[config.mk]
export PLATFORM = sky130hd
export DESIGN_NAME = vend_controller
export DESIGN_NICKNAME = d
export VERILOG_FILES = /design/src/rtl/vend_controller.sv
export SDC_FILE = /design/constraint.sdc
export NUM_CORES = 1
export LEC_CHECK = 0
export BUFFER_PORTS_ARGS = -buffer_cell sky130_fd_sc_hd__clkbuf_2
export CORE_ASPECT_RATIO = 1.75
export CORE_MARGIN = 5
export CORE_UTILIZATION = 35
export DETAILED_ROUTE_END_ITERATION = 10
export SLEW_MARGIN = 20
export SYNTH_ARGS = -nofsm -noshare
export SYNTH_HDL_FRONTEND = slang
export SYNTH_SLANG_ARGS = --single-unit
[constraint.sdc]
create_clock -name clk -period 3.22 [get_ports clk]
set_input_delay 0.644 -clock clk [delete_from_list [all_inputs] [get_ports clk]]
set_output_delay 0.644 -clock clk [all_outputs]
set_load 0.03 [all_outputs]
[src/rtl/vend_controller.sv]
// Vending machine main controller: coin acceptance, credit accumulation,
// timed item dispense, and change/refund returned as a train of nickel pulses.
module vend_controller #(
    parameter int PRICE       = 13,
    parameter int MAX_CREDIT  = 40,
    parameter int CREDIT_W    = 6,
    parameter int VEND_CYCLES = 4
) (
    input  logic                clk,
    input  logic                reset,
    input  logic                coin_n,
    input  logic                coin_d,
    input  logic                coin_q,
    input  logic                select,
    input  logic                cancel,
    input  logic                stock_empty,
    output logic [2:0]          state,
    output logic [CREDIT_W-1:0] credit,
    output logic                dispense,
    output logic                change_pulse,
    output logic                coin_reject,
    output logic                busy
);

    typedef enum logic [2:0] {
        S_IDLE   = 3'b000,
        S_CREDIT = 3'b001,
        S_VEND   = 3'b010,
        S_CHANGE = 3'b011,
        S_REFUND = 3'b100
    } state_t;

    // One extra bit so credit + coin value cannot wrap before the limit compare.
    localparam int SUM_W  = CREDIT_W + 1;
    localparam int VCNT_W = (VEND_CYCLES > 1) ? $clog2(VEND_CYCLES) : 1;

    state_t              state_q, state_d;
    logic [CREDIT_W-1:0] credit_q, credit_d;
    logic [VCNT_W-1:0]   vend_cnt_q, vend_cnt_d;
    logic                dispense_q, dispense_d;
    logic                change_pulse_q, change_pulse_d;
    logic                coin_reject_q, coin_reject_d;

    logic [1:0]          coin_count;
    logic                coin_any;
    logic [SUM_W-1:0]    coin_val;
    logic [SUM_W-1:0]    credit_sum;
    logic                coin_ok;
    logic                can_vend;

    // Decode the coin inputs and decide whether this cycle's coin is accepted.
    always_comb begin
        coin_count = 2'(coin_n) + 2'(coin_d) + 2'(coin_q);
        coin_any   = coin_n | coin_d | coin_q;
        coin_val   = '0;
        if (coin_n)      coin_val = SUM_W'(1);
        else if (coin_d) coin_val = SUM_W'(2);
        else if (coin_q) coin_val = SUM_W'(5);
        credit_sum = {1'b0, credit_q} + coin_val;
        coin_ok    = ((state_q == S_IDLE) || (state_q == S_CREDIT)) &&
                     (coin_count == 2'd1) && !select && !cancel &&
                     (credit_sum <= SUM_W'(MAX_CREDIT));
        // The price compare guards the subtraction taken on entry to VEND.
        can_vend   = (credit_q >= CREDIT_W'(PRICE)) && !stock_empty;
    end

    // Next-state, next-credit and registered-output logic.
    always_comb begin
        state_d        = state_q;
        credit_d       = credit_q;
        vend_cnt_d     = vend_cnt_q;
        dispense_d     = 1'b0;
        change_pulse_d = 1'b0;
        coin_reject_d  = coin_any && !coin_ok;
        case (state_q)
            S_IDLE: begin
                if (coin_ok) begin
                    state_d  = S_CREDIT;
                    credit_d = credit_sum[CREDIT_W-1:0];
                end
            end
            S_CREDIT: begin
                if (cancel) begin
                    state_d = S_REFUND;
                end else if (select && can_vend) begin
                    state_d    = S_VEND;
                    credit_d   = credit_q - CREDIT_W'(PRICE);
                    vend_cnt_d = '0;
                    dispense_d = 1'b1;
                end else if (coin_ok) begin
                    credit_d = credit_sum[CREDIT_W-1:0];
                end
            end
            S_VEND: begin
                if (vend_cnt_q == VCNT_W'(VEND_CYCLES - 1)) begin
                    state_d    = (credit_q != '0) ? S_CHANGE : S_IDLE;
                    vend_cnt_d = '0;
                end else begin
                    vend_cnt_d = vend_cnt_q + VCNT_W'(1);
                    dispense_d = 1'b1;
                end
            end
            S_CHANGE, S_REFUND: begin
                if (credit_q != '0) begin
                    credit_d       = credit_q - CREDIT_W'(1);
                    change_pulse_d = 1'b1;
                end else begin
                    state_d = S_IDLE;
                end
            end
            default: begin
                // Unused codes recover through REFUND so no credit is kept.
                state_d = S_REFUND;
            end
        endcase
    end

    // State and output registers; reset clears everything without a clock edge.
    always_ff @(posedge clk or posedge reset) begin
        if (reset) begin
            state_q        <= S_IDLE;
            credit_q       <= '0;
            vend_cnt_q     <= '0;
            dispense_q     <= 1'b0;
            change_pulse_q <= 1'b0;
            coin_reject_q  <= 1'b0;
        end else begin
            state_q        <= state_d;
            credit_q       <= credit_d;
            vend_cnt_q     <= vend_cnt_d;
            dispense_q     <= dispense_d;
            change_pulse_q <= change_pulse_d;
            coin_reject_q  <= coin_reject_d;
        end
    end

    assign state        = state_q;
    assign credit       = credit_q;
    assign dispense     = dispense_q;
    assign change_pulse = change_pulse_q;
    assign coin_reject  = coin_reject_q;
    assign busy         = (state_q == S_VEND) || (state_q == S_CHANGE) ||
                          (state_q == S_REFUND);

endmodule

==> Implementation_results.wiki, run 1 <==
{| class="wikitable"
! Metric !! Value
|-
| Clk_skew || 0.00219 ns
|-
| Number of instances in the synthesized netlist || 166
|-
| Largest family of logic cells by synthesized area || compound AO/OA/AOI/OAI gates
|-
| Peak ir drop on the vdd network || 301 uV
|-
| Largest cells by area after synthesis || dfrtp_1 (26%), ha_1 (6.4%), nand2_1 (4.1%)
|-
| Yosys top cell area share || 0.255
|-
| Ratio of cells with drive above 1 in the final layout || 0.192
|-
| Number of buffers created by CTS || 3
|-
| Synth warnings || 0
|-
| Clock transition at the registers of the reported paths || 0.06 ns
|-
| Number of nets produced by synthesis || 183
|-
| Clock tree from TritonCTS || done
|-
| Residual antenna-violating net count after detailed routing || 0
|-
| Clock sink count || 14
|-
| Number of iterations in the first detailed-routing pass || 4
|-
| Transition time at the pin with the least slew margin || 0.589 ns
|-
| EDFF count, synth || 0
|-
| Area of the core || 3830 um2
|-
| Multi-input gate area in the final layout || 941 um2
|-
| Critical path endpoint category || register
|-
| Setup crit end || credit[3]$_DFFE_PP0P_
|-
| R2r worst-path depth || 8
|-
| FF+latch area || 350 um2
|-
| Cts repair resizes || 0
|-
| Total number of H-tree levels || 1
|-
| Most used flip-flop cell after synthesis || dfrtp_1
|-
| Power per Cell Area || 781 nW/um2
|-
| Crit path required time || 3.40 ns
|-
| Std-Cell Rows || 30
|-
| Most common cell on crit path || nand2_1
|-
| Switch share || 0.518
|-
| Critical path buffer and inverter count || 2
|-
| Cell leakage power || 0.706 nW
|-
| Violation count after the first detailed-routing iteration || 32
|-
| Number of buffers on the longest clock path || 2
|-
| Sequential-to-total area share from yosys stat || 0.255
|-
| Remaining max-slew budget at the tightest pin || 0.608
|-
| Synth Register Bits || 14
|-
| Combinational cell fraction of total power || 0.575
|-
| Synth-to-Final Area Change || 12.4%
|-
| P_int || 0.580 mW
|-
| Count of different cell masters after synthesis || 57
|-
| Slew Limit Fails || 0
|-
| Final routed DRC violation total || 0
|-
| GRT Resource Usage Total || 0.158
|-
| Final number of hold-violating endpoints || 0
|-
| Number of antenna repair diodes || 0
|-
| Multiplexer share of the synthesized area || 0.0146
|-
| Clock latency on the worst-skew pair || 0.25 ns
|-
| Number of primary I/O pins || 21
|-
| Largest net degree at the start of global routing || 21
|-
| Vias post-DR || 1371
|-
| Net switching power of the design || 0.624 mW
|-
| Max capacitance violation total || 0
|-
| Cell Count Post-Placement || 227
|-
| Mapped cell area || 1370 um2
|-
| Yosys top cell by area || dfrtp_1
|-
| Detailed Route WL || 3790 um
|-
| Routed wire per std cell || 16.5 um
|-
| Number of buffers added on ports || 20
|-
| Final TNS setup || 0 ns
|-
| Root Buffer Master || clkbuf_8
|-
| GRT overflow || 0
|-
| CP delay by family, top || simple AND/OR/NAND/NOR gates
|-
| Critical path depth || 12
|-
| Global-route wire length before repair || 6600 um
|-
| Initial antenna violation count || 0
|-
| Setup-failing EPs final || 0
|-
| Power share of the sequential group || 0.305
|-
| Startpoint Class || primary input
|-
| Setup bufs post-CTS || 0
|-
| Register-to-register setup slack || 0.53 ns
|-
| Number of vias per cell || 5.96
|-
| Simple-gate share of the synthesized area || 0.230
|-
| Detail Placement HPWL || 3000 um
|-
| Cell chain of the critical path || clkbuf_2 > inv_1 > nand2_1 > nand2_1 > ha_1 > fa_1 > a21o_1 > nand2_1 > mux2i_1 > a41oi_2 > or3_1 > nand4_1
|-
| Post-synthesis share of cell area spent on xor and xnor gates || 0.0192
|-
| Cts hold-fix bufs || 0
|-
| Number of global-route vias before repair || 1365
|-
| Class of the worst hold path || in2async
|-
| Part of the cycle the worst path needs || 0.887
|-
| Power Total || 1.20 mW
|-
| Final estimated routing congestion in global placement || 0.867
|-
| Final Critical Period || 2.86 ns
|-
| Adder-cell share of the synthesized area || 0.0931
|-
| Async set-reset flop share out of synthesis || 1.00
|-
| Data arrival time at the worst-slack endpoint || 3.04 ns
|-
| Cell type of the slowest stage on the worst timing path || fa_1
|-
| Maximum achievable frequency || 350 MHz
|-
| Floorplan die area || 5320 um2
|-
| Mapped Avg Cell Area || 8.26 um2
|-
| Kind of critical path || in2reg
|-
| Slowest cell delay on critical path || 0.43 ns
|-
| CP max FO || 7
|-
| Post-layout net count || 201
|-
| Layout fillers || 430
|-
| Share of total power in the clock network || 0.120
|-
| Die Height || 92.8 um
|-
| Width of the die || 57.3 um
|-
| Worst reg2reg path startpoint || credit[0]$_DFFE_PP0P_
|-
| Most instantiated cells after synthesis || nand2_1 (15), nor2_1 (15), dfrtp_1 (14)
|-
| Status || finished, final reports clean
|-
| Non-filler instance count after layout || 230
|-
| Endpoint of the most critical register-to-register path || credit[3]$_DFFE_PP0P_
|-
| Worst setup path startpoint || coin_d
|-
| RSZ-0062 raised after global routing || false
|-
| Synthesized-area fraction occupied by ao, oa, aoi and oai cells || 0.329
|-
| Initial Utilization || 0.358
|}
placed cells by master, fill, tap and decap left out, types with 4 or more instances in the layout:
cell type  instances
inv_1              9
clkbuf_2          20
a21oi_1            9
dfrtp_1           14
a21o_1             4
ha_1               7
nor2_1            15
o22ai_1            4
nand2_1           15
nand2b_1           4
o21ai_0           10
per-stage QoR:
step	setup slack, ns	cell area (um2)	utilization	hold WS (ns)
floorplan	0.495	1370	-	0.507
global placement	0.106	1500	0.392	0.529
detailed placement	0.132	1500	0.392	0.532
CTS	0.373	1540	0.403	0.453
global route	0.157	1540	0.403	0.489
finish	0.364	1540	0.403	0.429
cell type report:
cell class | count | share of cell area
clock buffers | 3 | 0.0268
inverters | 9 | 0.0219
multi-input cells | 134 | 0.610
flip-flops and latches | 14 | 0.227
well taps | 48 | 0.0390
repair buffers | 22 | 0.0747
worst min path at each step:
stage          slack (ns)                      start  cells after the start                         to
4_1_cts              0.45                      reset                      2       state[1]$_DFFE_PP0P_
3_5_place_dp         0.53  vend_cnt_q[1]$_DFFE_PP0P_                      2  vend_cnt_q[1]$_DFFE_PP0P_
2_1_floorplan        0.51  vend_cnt_q[1]$_DFFE_PP0P_                      2  vend_cnt_q[1]$_DFFE_PP0P_
3_3_place_gp         0.53  vend_cnt_q[1]$_DFFE_PP0P_                      2  vend_cnt_q[1]$_DFFE_PP0P_
6_report             0.43                      reset                      2      credit[1]$_DFFE_PP0P_
5_1_grt              0.49                      reset                      2      credit[1]$_DFFE_PP0P_
power groups by stage:
stage	sequential (mW)	combinational [mW]	clock, mW
floorplan	0.373	0.497	0
global placement	0.369	0.689	0
detailed placement	0.368	0.686	0
CTS	0.366	0.690	0.149
global route	0.385	0.766	0.159
finish	0.367	0.692	0.145
metal layers:
metal  vias to the layer above  global-route usage  routed length, um
met2                        49               0.268               2000
met3                        15              0.0195                158
met1                       657               0.180               1400
met5                         -                   0                  0
li1                        650                   -                  -
met4                         0               0.106                224
sequential cells by signal, indices dropped and copies added (netlist names):
register and flops:
credit 6, change_pulse 1, coin_reject 1, dispense 1, state 3, vend_cnt_q 2
cells by family (layout without fill, tap and decap cells):
kind of cell,count (synthesis),after routing
AOI/OAI and AO/OA,61,61
and+or+nand+nor,59,59
buffers and inverters,18,34
DFF,14,14
adders and majority gates,9,9
xor gates and xnor gates,3,3
muxes,2,2
(Power assumes the default switching activity.)
==> run 2: changes to the inputs <==
==> constraint.sdc (replaced) <==
create_clock -name clk -period 3.22 [get_ports clk]
set_input_delay 0.322 -clock clk [delete_from_list [all_inputs] [get_ports clk]]
set_output_delay 0.322 -clock clk [all_outputs]
set_load 0.03 [all_outputs]
==> Implementation_results.wiki, run 2 (same netlist as run 1, synthesis figures left out) <==
{| class="wikitable"
! Metric !! Value
|-
| Initial Utilization || 0.358 (unchanged)
|-
| Cell chain of the critical path || ha_1 > fa_1 > a21o_1 > nand2_1 > mux2i_1 > a41oi_2 > a2111oi_2 > a21o_1
|-
| Residual antenna-violating net count after detailed routing || 0 (unchanged)
|-
| Width of the die || 57.3 um (unchanged)
|-
| Cts repair resizes || 0 (unchanged)
|-
| Number of flip-flops under the largest register name || 6 (unchanged)
|-
| Number of iterations in the first detailed-routing pass || 4 (unchanged)
|-
| Maximum achievable frequency || 373 MHz (+6.4%)
|-
| Std-Cell Rows || 30 (unchanged)
|-
| Final number of hold-violating endpoints || 0 (unchanged)
|-
| Final Critical Period || 2.68 ns (-0.172 ns)
|-
| GRT Resource Usage Total || 0.158 (+0.000386)
|-
| CP max FO || 7 (unchanged)
|-
| Clock tree from TritonCTS || done
|-
| Final estimated routing congestion in global placement || 0.855 (-1.4%)
|-
| Post-route cell area || 1550 um2 (+0.41%)
|-
| Slowest cell delay on critical path || 0.48 ns (+0.05 ns)
|-
| Remaining max-slew budget at the tightest pin || 0.589 (-0.0186)
|-
| Setup WS post-layout || 0.536 ns (+0.172 ns)
|-
| Violation count after the first detailed-routing iteration || 31 (-3.1%)
|-
| Number of buffers added on ports || 20 (unchanged)
|-
| Vias post-DR || 1358 (-0.95%)
|-
| Clk_skew || 0.00107 ns (-0.00112 ns)
|-
| Slew Limit Fails || 0 (unchanged)
|-
| RSZ-0062 raised after global routing || false
|-
| Peak ir drop on the vdd network || 325 uV (+8.0%)
|-
| Die Height || 92.8 um (unchanged)
|-
| Kind of critical path || reg2reg
|-
| Detail Placement HPWL || 3090 um (+2.8%)
|-
| Data arrival time at the worst-slack endpoint || 2.88 ns (-0.16 ns)
|-
| Post-layout net count || 200 (-0.50%)
|-
| Transition time at the pin with the least slew margin || 0.617 ns (+0.0279 ns)
|-
| Number of buffers on the longest clock path || 2 (unchanged)
|-
| Ratio of cells with drive above 1 in the final layout || 0.192 (unchanged)
|-
| Final routed DRC violation total || 0 (unchanged)
|-
| Number of primary I/O pins || 21 (unchanged)
|-
| Power per Cell Area || 797 nW/um2 (+2.0%)
|-
| Number of buffers created by CTS || 3 (unchanged)
|-
| Root Buffer Master || clkbuf_8
|-
| Cell type of the slowest stage on the worst timing path || dfrtp_1
|-
| Clock sink count || 14 (unchanged)
|-
| Setup bufs post-CTS || 0 (unchanged)
|-
| Total number of H-tree levels || 1 (unchanged)
|-
| Class of the worst hold path || in2async
|-
| Worst-case setup slack after placement || 0.468 ns (+0.337 ns)
|-
| DP Area || 1490 um2 (-0.50%)
|-
| Largest net degree at the start of global routing || 21 (unchanged)
|-
| Synth-to-Final Area Change || 12.9%
|-
| Final TNS setup || 0 ns (unchanged)
|-
| Critical path endpoint category || register
|-
| Global-route wire length before repair || 6620 um (+0.32%)
|-
| Clock transition at the registers of the reported paths || 0.06 ns (about the same)
|-
| Detailed Route WL || 3950 um (+4.4%)
|-
| Cell leakage power || 0.708 nW (+0.25%)
|-
| Clock latency on the worst-skew pair || 0.25 ns (about the same)
|-
| GRT overflow || 0 (unchanged)
|-
| Commonest non-fill, non-tap cells in the layout || clkbuf_2 (20), nand2_1 (15), nor2_1 (15)
|-
| Status || finished, final reports clean
|-
| Floorplan die area || 5320 um2 (unchanged)
|-
| Register-to-register setup slack || 0.54 ns (about the same)
|-
| Max capacitance violation total || 0 (unchanged)
|-
| Routed wire per std cell || 17.2 um (+4.4%)
|-
| Initial antenna violation count || 0 (unchanged)
|-
| Area of the core || 3830 um2 (unchanged)
|-
| Cts hold-fix bufs || 0 (unchanged)
|-
| Most frequent standard cell in the layout excluding fill and tap cells || clkbuf_2
|-
| Power Total || 1.23 mW (+2.5%)
|-
| Setup-failing EPs final || 0 (unchanged)
|-
| Part of the cycle the worst path needs || 0.834 (-0.0534)
|-
| Crit path required time || 3.41 ns (about the same)
|-
| Startpoint Class || register
|-
| Number of vias per cell || 5.90 (-0.95%)
|-
| Number of antenna repair diodes || 0 (unchanged)
|-
| Most common cell on crit path || a21o_1
|-
| Number of global-route vias before repair || 1387 (+1.6%)
|}
-- run 2: stage by stage --
| stage | hold WS (ns) | util | instances |
|---|---|---|---|
| after detailed placement | 0.404 | 0.390 | 226 |
| after global placement | 0.392 | 0.390 | 226 |
| final | 0.0997 | 0.404 | 230 |
| after CTS | 0.130 | 0.404 | 230 |
| after floorplan | 0.211 | - | 166 |
| after global routing | 0.167 | 0.404 | 230 |
-- run 2: metal layers --
| layer | share of wire | GRT usage |
|---|---|---|
| met2 | 0.53 | 0.281 |
| met3 | 0.028 | 0.0126 |
| met5 | 0 | 0 |
| met4 | 0.055 | 0.103 |
| met1 | 0.39 | 0.176 |
-- run 2: final cells by class --
| class | instances | area (um2) |
|---|---|---|
| clock buffer | 4 | 55.1 |
| fill | 437 | 2280 |
| inverter | 9 | 33.8 |
| multi-input combinational | 134 | 941 |
| sequential | 14 | 350 |
| tap | 48 | 60.1 |
| timing repair buffer | 21 | 108 |
-- run 2: power by group --
group | leakage (nW) | switching, mW | internal (mW) | total (mW)
logic | 0.507 | 0.423 | 0.261 | 0.684
registers | 0.172 | 0.136 | 0.233 | 0.370
clock network | 0.0288 | 0.0712 | 0.109 | 0.180
total | 0.708 | 0.630 | 0.603 | 1.23
-- run 2: worst paths after layout --
path	from	to	cells after the start
worst max-delay path	credit[0]$_DFFE_PP0P_	state[0]$_DFFE_PP0P_	8
worst min-delay path	reset	state[2]$_DFFE_PP0P_	2
worst max register to register	credit[0]$_DFFE_PP0P_	state[0]$_DFFE_PP0P_	8
worst min register to register	vend_cnt_q[1]$_DFFE_PP0P_	vend_cnt_q[1]$_DFFE_PP0P_	2
max in group asynchronous	reset	credit[5]$_DFFE_PP0P_	2
min in group clk	coin_q	coin_reject$_DFF_PP0_	3
-- run 2: worst max-delay path, delay by kind of cell (launching register included) --
family / cells / cell delay [ns]
mux: 1 / 0.32
compound gates: 4 / 0.99
flops: 1 / 0.48
simple gates: 1 / 0.11
fa+ha+maj: 2 / 0.72
==> run 3: changes to the inputs <==
- clock period: 3.22 -> 2.4 ns (I/O delays scaled with it)
==> Implementation_results.wiki, run 3 (same netlist as run 1, synthesis figures left out) <==
{| class="wikitable"
! Metric !! Value
|-
| Post-route cell area || 1870 um2 (+21%)
|-
| Ratio of cells with drive above 1 in the final layout || 0.376 (+0.184)
|-
| Clock tree from TritonCTS || done
|-
| Slew Limit Fails || 0 (unchanged)
|-
| Setup-failing EPs final || 0 (unchanged)
|-
| Top Layer Used || met4
|-
| Status || finished, final reports clean
|-
| Global-route wire length before repair || 7460 um (+13%)
|-
| Startpoint Class || register
|-
| Residual antenna-violating net count after detailed routing || 0 (unchanged)
|-
| Detailed Route WL || 4540 um (+15%)
|-
| Sum of met2 wire segment lengths after detailed routing || 2460 um (+18%)
|-
| Setup crit end || credit[4]$_DFFE_PP0P_
|-
| Endpoint of the most critical register-to-register path || credit[4]$_DFFE_PP0P_
|-
| Commonest non-fill, non-tap cells in the layout || buf_4 (29), clkbuf_2 (20), nor2_1 (15)
|-
| Maximum achievable frequency || 419 MHz (+13%)
|-
| Root Buffer Master || clkbuf_8
|-
| R2r worst-path depth || 8 (unchanged)
|-
| Die Height || 92.8 um (unchanged)
|-
| CP max FO || 7 (unchanged)
|-
| Std-Cell Rows || 30 (unchanged)
|-
| Remaining max-slew budget at the tightest pin || 0.629 (+0.0400)
|-
| Most frequent standard cell in the layout excluding fill and tap cells || buf_4
|-
| Worst-case setup slack after placement || -0.244 ns (-0.712 ns)
|-
| Detail Placement HPWL || 3510 um (+14%)
|-
| Number of primary I/O pins || 21 (unchanged)
|-
| Clock transition at the registers of the reported paths || 0.06 ns (about the same)
|-
| Initial Utilization || 0.358 (unchanged)
|-
| Critical path endpoint category || register
|-
| RSZ-0062 raised after global routing || true
|-
| Cell leakage power || 0.852 nW (+20%)
|-
| Clock sink count || 14 (unchanged)
|-
| Largest net degree at the start of global routing || 15 (-29%)
|-
| Synth-to-Final Area Change || 36.3%
|-
| Setup WS post-layout || 0.0151 ns (-0.521 ns)
|-
| Number of buffers on the longest clock path || 2 (unchanged)
|-
| Final Critical Period || 2.38 ns (-0.299 ns)
|-
| Number of flip-flops under the largest register name || 6 (unchanged)
|-
| GRT overflow || 0 (unchanged)
|-
| Initial antenna violation count || 0 (unchanged)
|-
| DP Area || 1680 um2 (+13%)
|-
| Clk_skew || 0.00431 ns (+0.00324 ns)
|-
| Max capacitance violation total || 0 (unchanged)
|-
| Data arrival time at the worst-slack endpoint || 2.50 ns (-0.38 ns)
|-
| GRT Resource Usage Total || 0.180 (+0.0213)
|-
| Width of the die || 57.3 um (unchanged)
|-
| Number of antenna repair diodes || 0 (unchanged)
|-
| Final routed DRC violation total || 0 (unchanged)
|-
| Layout fillers || 401 (-8.2%)
|-
| Cts hold-fix bufs || 0 (unchanged)
|-
| Part of the cycle the worst path needs || 0.994 (+0.160)
|-
| Vias post-DR || 1522 (+12%)
|-
| Number of iterations in the first detailed-routing pass || 4 (unchanged)
|-
| Final estimated routing congestion in global placement || 0.912 (+6.6%)
|-
| Transition time at the pin with the least slew margin || 0.556 ns (-0.0606 ns)
|-
| Worst setup path startpoint || credit[0]$_DFFE_PP0P_
|-
| Crit path required time || 2.52 ns (-0.89 ns)
|-
| Cell Count Post-Placement || 250 (+11%)
|-
| Number of buffers created by CTS || 3 (unchanged)
|-
| Total number of H-tree levels || 1 (unchanged)
|-
| Class of the worst hold path || in2async
|-
| Post-layout net count || 228 (+14%)
|-
| Worst reg2reg path startpoint || credit[0]$_DFFE_PP0P_
|-
| Kind of critical path || reg2reg
|-
| Final number of hold-violating endpoints || 0 (unchanged)
|-
| Power per Cell Area || 1080 nW/um2 (+36%)
|-
| Violation count after the first detailed-routing iteration || 66 (+110%)
|-
| Area of the core || 3830 um2 (unchanged)
|-
| Register-to-register setup slack || 0.02 ns (-0.52 ns)
|-
| Non-filler instance count after layout || 258 (+12%)
|-
| Utilization of the core after routing || 0.488 (+0.0840)
|-
| Routed wire per std cell || 17.6 um (+2.3%)
|-
| Peak ir drop on the vdd network || 750 uV (+130%)
|-
| Final TNS setup || 0 ns (unchanged)
|-
| Detailed-routing wirelength on met1 || 1610 um (+4.3%)
|-
| Met3 WL || 156 um (+39%)
|-
| Number of global-route vias before repair || 1594 (+15%)
|-
| Floorplan die area || 5320 um2 (unchanged)
|-
| Number of buffers added on ports || 20 (unchanged)
|-
| Number of vias per cell || 5.90 (about the same)
|-
| Clock latency on the worst-skew pair || 0.25 ns (about the same)
|}
-- run 3: cell types whose count changed in the layout (fill, tap and decap cells not counted), sizes merged --
cell / before / now
buf: 1 / 29
-- run 3: worst min-delay path by stage --
stage / from / to / slack [ns] / cells after the start
2_1_floorplan: reset / change_pulse$_DFF_PP0_ / 0.13 / 1
4_1_cts: reset / credit[5]$_DFFE_PP0P_ / 0.03 / 2
3_5_place_dp: reset / credit[5]$_DFFE_PP0P_ / 0.31 / 2
3_3_place_gp: reset / credit[5]$_DFFE_PP0P_ / 0.29 / 2
5_1_grt: reset / credit[5]$_DFFE_PP0P_ / 0.06 / 2
6_report: reset / credit[5]$_DFFE_PP0P_ / 0.009 / 2
-- run 3: through the flow --
step / power (mW) / hold WS, ns
floorplan: 1.18 / 0.129
global placement: 1.57 / 0.292
global route: 2.15 / 0.0633
detailed placement: 1.60 / 0.306
finish: 2.02 / 0.00873
CTS: 1.94 / 0.0347
-- run 3: critical path, cell delays in order (launching register included) --
cell and delay, ns:
dfrtp_2 0.43, ha_4 0.17, fa_2 0.38, a21o_1 0.20, nand2_2 0.11, mux2i_4 0.29
a41oi_4 0.21, o211ai_1 0.33, o211ai_2 0.12
-- run 3: final cells by class --
cell class | instances | area (um2) | share of cell area
Inverter | 9 | 33.8 | 0.0181
Timing Repair Buffer | 49 | 318 | 0.170
Clock buffer | 4 | 55.1 | 0.0295
Tap cell | 48 | 60.1 | 0.0321
Sequential cell | 14 | 352 | 0.188
Multi-Input combinational cell | 134 | 1050 | 0.562
-- run 3: timing repair --
item,in CTS,in global routing
endpoints found under the setup margin,7,9
cloned,0,0
setup buffers,4,1
gates resized for setup,11,7
pin swaps,9,6
-- run 3: where the power goes --
group          switching, mW  total [mW]  internal, mW
Combinational          0.767        1.34         0.570
Sequential             0.131       0.448         0.316
Clock                 0.0918       0.237         0.146
Total                  0.990        2.02          1.03
-- run 3: routing by layer --
metal  vias to the layer above  global-route usage
met5                         -                   0
li1                        710                   -
met1                       733               0.172
met3                        23              0.0209
met4                         0               0.157
met2                        56               0.324
